==> config.mk <==
export PLATFORM = sky130hd
export DESIGN_NAME = fetch_unit
export DESIGN_NICKNAME = d
export VERILOG_FILES = /design/src/rtl/fetch_unit.sv
export SDC_FILE = /design/constraint.sdc
export NUM_CORES = 1
export LEC_CHECK = 0
export CAP_MARGIN = 10
export CORE_MARGIN = 2
export CORE_UTILIZATION = 45
export DETAILED_ROUTE_END_ITERATION = 8
export PLACE_DENSITY = 0.65
export SYNTH_ARGS = -nofsm -noshare
export SYNTH_HDL_FRONTEND = slang
export SYNTH_SLANG_ARGS = --single-unit
==> constraint.sdc <==
create_clock -name clk -period 7.8 [get_ports clk]
set_input_delay 1.56 -clock clk [delete_from_list [all_inputs] [get_ports clk]]
set_output_delay 1.56 -clock clk [all_outputs]
set_load 0.05 [all_outputs]
==> src/rtl/fetch_unit.sv <==
// rtl/fetch_unit.sv - decoupled instruction-fetch front end with redirect and J/JAL predecode
//
// Ports:
//   clk, rst_n                      clock (rising edge), asynchronous active-low reset
//   imem_req_valid/ready/addr       pipelined word requests to instruction memory
//   imem_rsp_valid/data             in-order response words (>= 1 cycle after acceptance)
//   redirect_valid/redirect_pc      downstream redirect; target bits [1:0] ignored
//   fetch_valid/ready/instr/pc      FIFO head handed to decode
//   fetch_count                     FIFO occupancy
module fetch_unit #(
  parameter int unsigned     XLEN           = 32,
  parameter int unsigned     DEPTH          = 4,
  parameter logic [XLEN-1:0] RESET_PC       = '0,
  parameter bit              PREDECODE_JUMP = 1'b1
) (
  input  logic                     clk,
  input  logic                     rst_n,
  output logic                     imem_req_valid,
  input  logic                     imem_req_ready,
  output logic [XLEN-1:0]          imem_req_addr,
  input  logic                     imem_rsp_valid,
  input  logic [31:0]              imem_rsp_data,
  input  logic                     redirect_valid,
  input  logic [XLEN-1:0]          redirect_pc,
  output logic                     fetch_valid,
  input  logic                     fetch_ready,
  output logic [31:0]              fetch_instr,
  output logic [XLEN-1:0]          fetch_pc,
  output logic [$clog2(DEPTH):0]   fetch_count
);

  localparam int unsigned AW = $clog2(DEPTH);
  localparam int unsigned CW = AW + 1;
  localparam int unsigned HW = XLEN - 28;
  localparam logic [CW:0] CAP = (CW+1)'(DEPTH);

  typedef enum logic {RUN, DRAIN} state_t;

  state_t          state_q, state_d;
  logic [XLEN-1:0] pc_q, pc_d;
  logic [CW-1:0]   out_q, out_d;
  logic [CW-1:0]   cnt_q, cnt_d;
  logic [AW-1:0]   tag_wr_q, tag_wr_d, tag_rd_q, tag_rd_d;
  logic [AW-1:0]   fifo_wr_q, fifo_wr_d, fifo_rd_q, fifo_rd_d;

  logic [XLEN-1:0] tag_mem   [DEPTH];
  logic [XLEN-1:0] pc_mem    [DEPTH];
  logic [31:0]     instr_mem [DEPTH];

  logic            req_fire, rsp_take, pop, push, tag_push, is_jump;
  logic [XLEN-1:0] rsp_pc;
  logic [HW-1:0]   jump_hi;
  logic [CW:0]     occupancy;

  // Credit: buffered plus in-flight words never exceed DEPTH, so a response
  // always finds room in the FIFO. Gated by rst_n so nothing issues in reset.
  assign occupancy      = {1'b0, cnt_q} + {1'b0, out_q};
  assign imem_req_valid = rst_n && (state_q == RUN) && (occupancy < CAP);
  assign imem_req_addr  = pc_q;

  assign req_fire = imem_req_valid && imem_req_ready;
  // A response with nothing outstanding is stale (e.g. issued before reset).
  assign rsp_take = imem_rsp_valid && (out_q != '0);
  assign pop      = fetch_valid && fetch_ready;

  assign rsp_pc  = tag_mem[tag_rd_q];
  assign is_jump = PREDECODE_JUMP && (imem_rsp_data[31:27] == 5'b00001);
  // Upper bits of (P+4): carry into bit 28 only when P[27:2] is all ones.
  assign jump_hi = rsp_pc[XLEN-1:28] + HW'(&rsp_pc[27:2]);

  assign fetch_valid = (cnt_q != '0);
  assign fetch_instr = fetch_valid ? instr_mem[fifo_rd_q] : 32'h0;
  assign fetch_pc    = fetch_valid ? pc_mem[fifo_rd_q] : '0;
  assign fetch_count = cnt_q;

  always_comb begin
    state_d   = state_q;
    pc_d      = pc_q;
    out_d     = out_q + CW'(req_fire) - CW'(rsp_take);
    cnt_d     = cnt_q;
    fifo_wr_d = fifo_wr_q;
    fifo_rd_d = fifo_rd_q;
    tag_wr_d  = tag_wr_q;
    tag_rd_d  = tag_rd_q;
    push      = 1'b0;
    tag_push  = 1'b0;
    if (redirect_valid) begin
      // Everything younger than the redirect is wrong-path: flush the FIFO,
      // forget the tags, and let DRAIN swallow whatever is still in flight.
      pc_d      = redirect_pc & ~XLEN'(3);
      cnt_d     = '0;
      fifo_wr_d = '0;
      fifo_rd_d = '0;
      tag_wr_d  = '0;
      tag_rd_d  = '0;
      state_d   = (out_d != '0) ? DRAIN : RUN;
    end else begin
      if (state_q == RUN) begin
        push = rsp_take;
        if (req_fire) begin
          pc_d     = pc_q + XLEN'(4);
          tag_push = 1'b1;
          tag_wr_d = tag_wr_q + AW'(1);
        end
        if (rsp_take) tag_rd_d = tag_rd_q + AW'(1);
        if (rsp_take && is_jump) begin
          // The jump word itself is kept; only younger requests are dropped.
          pc_d = {jump_hi, imem_rsp_data[25:0], 2'b00};
          if (out_d != '0) begin
            state_d  = DRAIN;
            tag_wr_d = '0;
            tag_rd_d = '0;
          end
        end
      end else if (out_d == '0) begin
        state_d = RUN;
      end
      cnt_d     = cnt_q + CW'(push) - CW'(pop);
      fifo_wr_d = fifo_wr_q + AW'(push);
      fifo_rd_d = fifo_rd_q + AW'(pop);
    end
  end

  always_ff @(posedge clk or negedge rst_n) begin
    if (!rst_n) begin
      state_q   <= RUN;
      pc_q      <= RESET_PC;
      out_q     <= '0;
      cnt_q     <= '0;
      fifo_wr_q <= '0;
      fifo_rd_q <= '0;
      tag_wr_q  <= '0;
      tag_rd_q  <= '0;
    end else begin
      state_q   <= state_d;
      pc_q      <= pc_d;
      out_q     <= out_d;
      cnt_q     <= cnt_d;
      fifo_wr_q <= fifo_wr_d;
      fifo_rd_q <= fifo_rd_d;
      tag_wr_q  <= tag_wr_d;
      tag_rd_q  <= tag_rd_d;
    end
  end

  // Storage needs no reset: occupancy and pointers decide what is visible.
  always_ff @(posedge clk) begin
    if (tag_push) tag_mem[tag_wr_q] <= pc_q;
    if (push) begin
      pc_mem[fifo_wr_q]    <= rsp_pc;
      instr_mem[fifo_wr_q] <= imem_rsp_data;
    end
  end

endmodule

==> summary.txt <==
Detailed routing
  • Vias per cell: 5.687
  • Wire length per cell: 23.82 microns
  • Initial drt markers: 715
  • 1st-pass router iterations: 5
  • Via count of the routed design: 9,531
  • # DRC: 0
  • ANT nets after route: 0
  • Post-Route WL: 39.93 mm

STA
  • Unrepaired setup endpoints after global routing: no
  • Setup TNS Final: 0 ns
  • Final WS setup: 2.669 ns
  • Final Critical Period: 5.131 ns
  • Max Clock Skew: 0.01854 ns
  • Fmax achieved: 194.9 MHz
  • Slew headroom: 25.84%
  • Setup violators final: 0
  • Slew Viols, Final: 0
  • Least-Margin Pin Slew: 1.110 ns
  • Hold Fails Final Rpt: 0
  • Period Utilization, post-route: 65.78%

GRT
  • Grt met1 use: 30.03%
  • Largest net degree at the start of global routing: 68
  • Total GRT Usage: 20.56%
  • GR Overflow Total: 0
  • Number of global-route vias before repair: 9,589
  • First-pass GRT wire length: 60.60 mm
  • Met3 track demand over resource: 3.243%
  • Met2 GRT Util: 32.16%
  • Initial antenna violation count: 1
  • GR peak layer: met2

Logic synthesis
  • Post-synthesis mux area share: 12.76%
  • Synth top area cells: edfxtp_1 64%, mux4_2 10%, dfrtp_1 6.5%
  • #FFs+latches synth: 413
  • Post-synth EDFFs: 368
  • Top FF cell, synth: edfxtp_1
  • Synth Area in XOR/XNOR: 0.8923%
  • Synth Area in Adders: 1.320%
  • Largest family of logic cells by synthesized area: multiplexers
  • Ys async rst share: 10.90%
  • Synthesized area per cell: 17.91 sq um
  • Post-Synth Simple-Gate Area: 7.596%
  • Synth top area share: 64.07%
  • Sequential fraction of the synthesis area: 70.60%
  • Synth Area in Compound Gates: 4.665%
  • Yosys cell types: 75
  • Ys Warns: 0
  • Mapped Cells: 963
  • Area leader, netlist: edfxtp_1
  • Syn Std Cell Area: 17,250 sq um

Floorplanning
  • Die Y: 199.8 microns
  • DIE AREA: 39,910 sq um
  • Site row count: 71
  • # IOs: 171
  • Starting Density: 45.79%
  • Die Width: 199.8 microns
  • Placeable Area: 37,670 sq um

Worst setup path
  • Slowest cell on crit path: dfrtp_4
  • Startpoint Class: flip-flop
  • Crit Path Class: flip-flop to output port
  • Crit. End Element: output port
  • R2R setup slack: 4.04 ns
  • R2r worst-path depth: 11
  • Reg2reg end: imem_req_addr[30]
  • Critical path buffer and inverter count: 2
  • Req. time, crit path: 6.24 ns
  • FF-to-FF Start: tag_rd_q[0]
  • WP data arrival: 3.57 ns
  • Worst-path fanout max: 35
  • CP Cell Sequence: buf_4 -> mux4_2 -> nor2b_1 -> clkdlybuf4s50_1
  • Crit-path max cell delay: 0.90 ns
  • Family with the most delay on the worst path: buffers and inverters

Power
  • Leakage: 0.006741 uW
  • PD cells: 325.1 nW/um^2
  • VDD IR max: 268.3 uV

Clock tree
  • Inserted Clock Buffers: 43
  • CTS Root Cell: clkbuf_16
  • Hold_buf cts: 0
  • Clock Path Buffers: 3
  • TritonCTS clock tree: done
  • Clock latency on the worst-skew pair: 0.55 ns
  • H-tree levels: 2
  • Clk slew on worst S/H paths: 0.06 ns
  • Post-CTS Setup Inserts: 0
  • Clock sink total: 413
  • # resized after CTS: 0

Job
  • Maxcap violations: 0

Placed design
  • HPWL Detailed: 26.12 mm
  • Place WS: 2.673 ns
  • RePlAce Congestion: 0.9295
  • # port buffers: 164

Min path
  • HP Class: flip-flop to flip-flop
  • Hold Crit Depth: 1
  • Hold path endpoint: tag_rd_q[0]
  • Hold_sp: tag_rd_q[0]

Final layout
  • Final #Nets: 1,221
  • Area Overhead vs Synth: 20.15%
  • Final core occ: 55.01%
  • Antenna cells: 0
  • Share of layout cells above drive strength 1: 15.62%

Run status
  • Status: finished clean
==> state kept, by name, indices dropped and copies added, names as in the netlist <==
name           flops
instr_mem        128
pc_mem           120
tag_mem          120
imem_req_addr     30
fetch_count        3
out_q              3
fifo_rd_q          2
fifo_wr_q          2
tag_rd_q           2
tag_wr_q           2
state_q            1
==> cell type report <==
cell class	count	area, sq um
fillers	3023	16950
flip-flops and latches	413	12180
multi-input cells	476	4748
repair buffers	178	1737
clock buffers	57	1159
well taps	511	639.4
clock inverters	19	171.4
inverters	22	82.58
==> routing by layer <==
layer  up-vias  share of wire, %
met5         -             0.035
met4         2               2.7
met3        70               5.3
met2       316                47
met1      4931                44
li1       4212                 -
==> synthesized netlist by cell type (all sizes together) (5+ instances only) <==
master  instances
a211o           9
a21o            6
a21oi           8
a31oi          13
and2            9
and3            7
and4            5
buf            34
clkbuf         21
dfrtp          45
edfxtp        368
ha             15
inv            22
mux2i           5
mux4           92
nand2          43
nand3          18
nand4          15
nor2           27
nor2b          67
nor3           14
nor4           11
o21ai          17
o22ai           6
o31ai           9
xnor2          11
==> worst max path at each step <==
stage	startpoint	to	slack [ns]	cells past startpoint
floorplan	redirect_valid	instr_mem[0][0]	0.43	4
global placement	rst_n	imem_req_valid	2.66	4
detailed placement	rst_n	imem_req_valid	2.67	4
CTS	fifo_rd_q[0]	fetch_pc[6]	2.51	4
global route	fifo_rd_q[0]	fetch_pc[23]	2.40	4
finish	fifo_rd_q[0]	fetch_pc[6]	2.67	4
==> power by group <==
part / switching, uW / internal [uW]
Clock: 809 / 1140
Sequential: 170 / 2530
Combinational: 1310 / 778
==> logic make-up after synthesis <==
| logic type | after synthesis |
|---|---|
| AOI/OAI and AO/OA | 107 |
| xor gates and xnor gates | 16 |
| adders and majority gates | 17 |
| buffers and inverters | 77 |
| DFF | 413 |
| muxes | 100 |
| other | 1 |
| and+or+nand+nor | 232 |
==> layout by cell type (no fill, tap or decap), drive strengths merged, types with 13 or more instances in the layout <==
| master | n |
|---|---|
| a31oi | 13 |
| buf | 16 |
| clkbuf | 57 |
| clkdlybuf4s50 | 162 |
| clkinv | 13 |
| dfrtp | 45 |
| edfxtp | 368 |
| ha | 15 |
| inv | 24 |
| mux4 | 92 |
| nand2 | 43 |
| nand3 | 18 |
| nand4 | 15 |
| nor2 | 27 |
| nor2b | 67 |
| nor3 | 14 |
| o21ai | 17 |
==> through the flow <==
step	std cells	total power, uW	cell area [sq um]	hold WS [ns]
4_1_cts	1676	6819	20720	0.5080
3_3_place_gp	1600	4853	19390	0.4945
2_1_floorplan	966	4158	17260	0.5271
6_report	1676	6736	20720	0.5084
5_1_grt	1676	7014	20720	0.5284
3_5_place_dp	1600	4861	19390	0.5003
(Power assumes the default switching activity.)
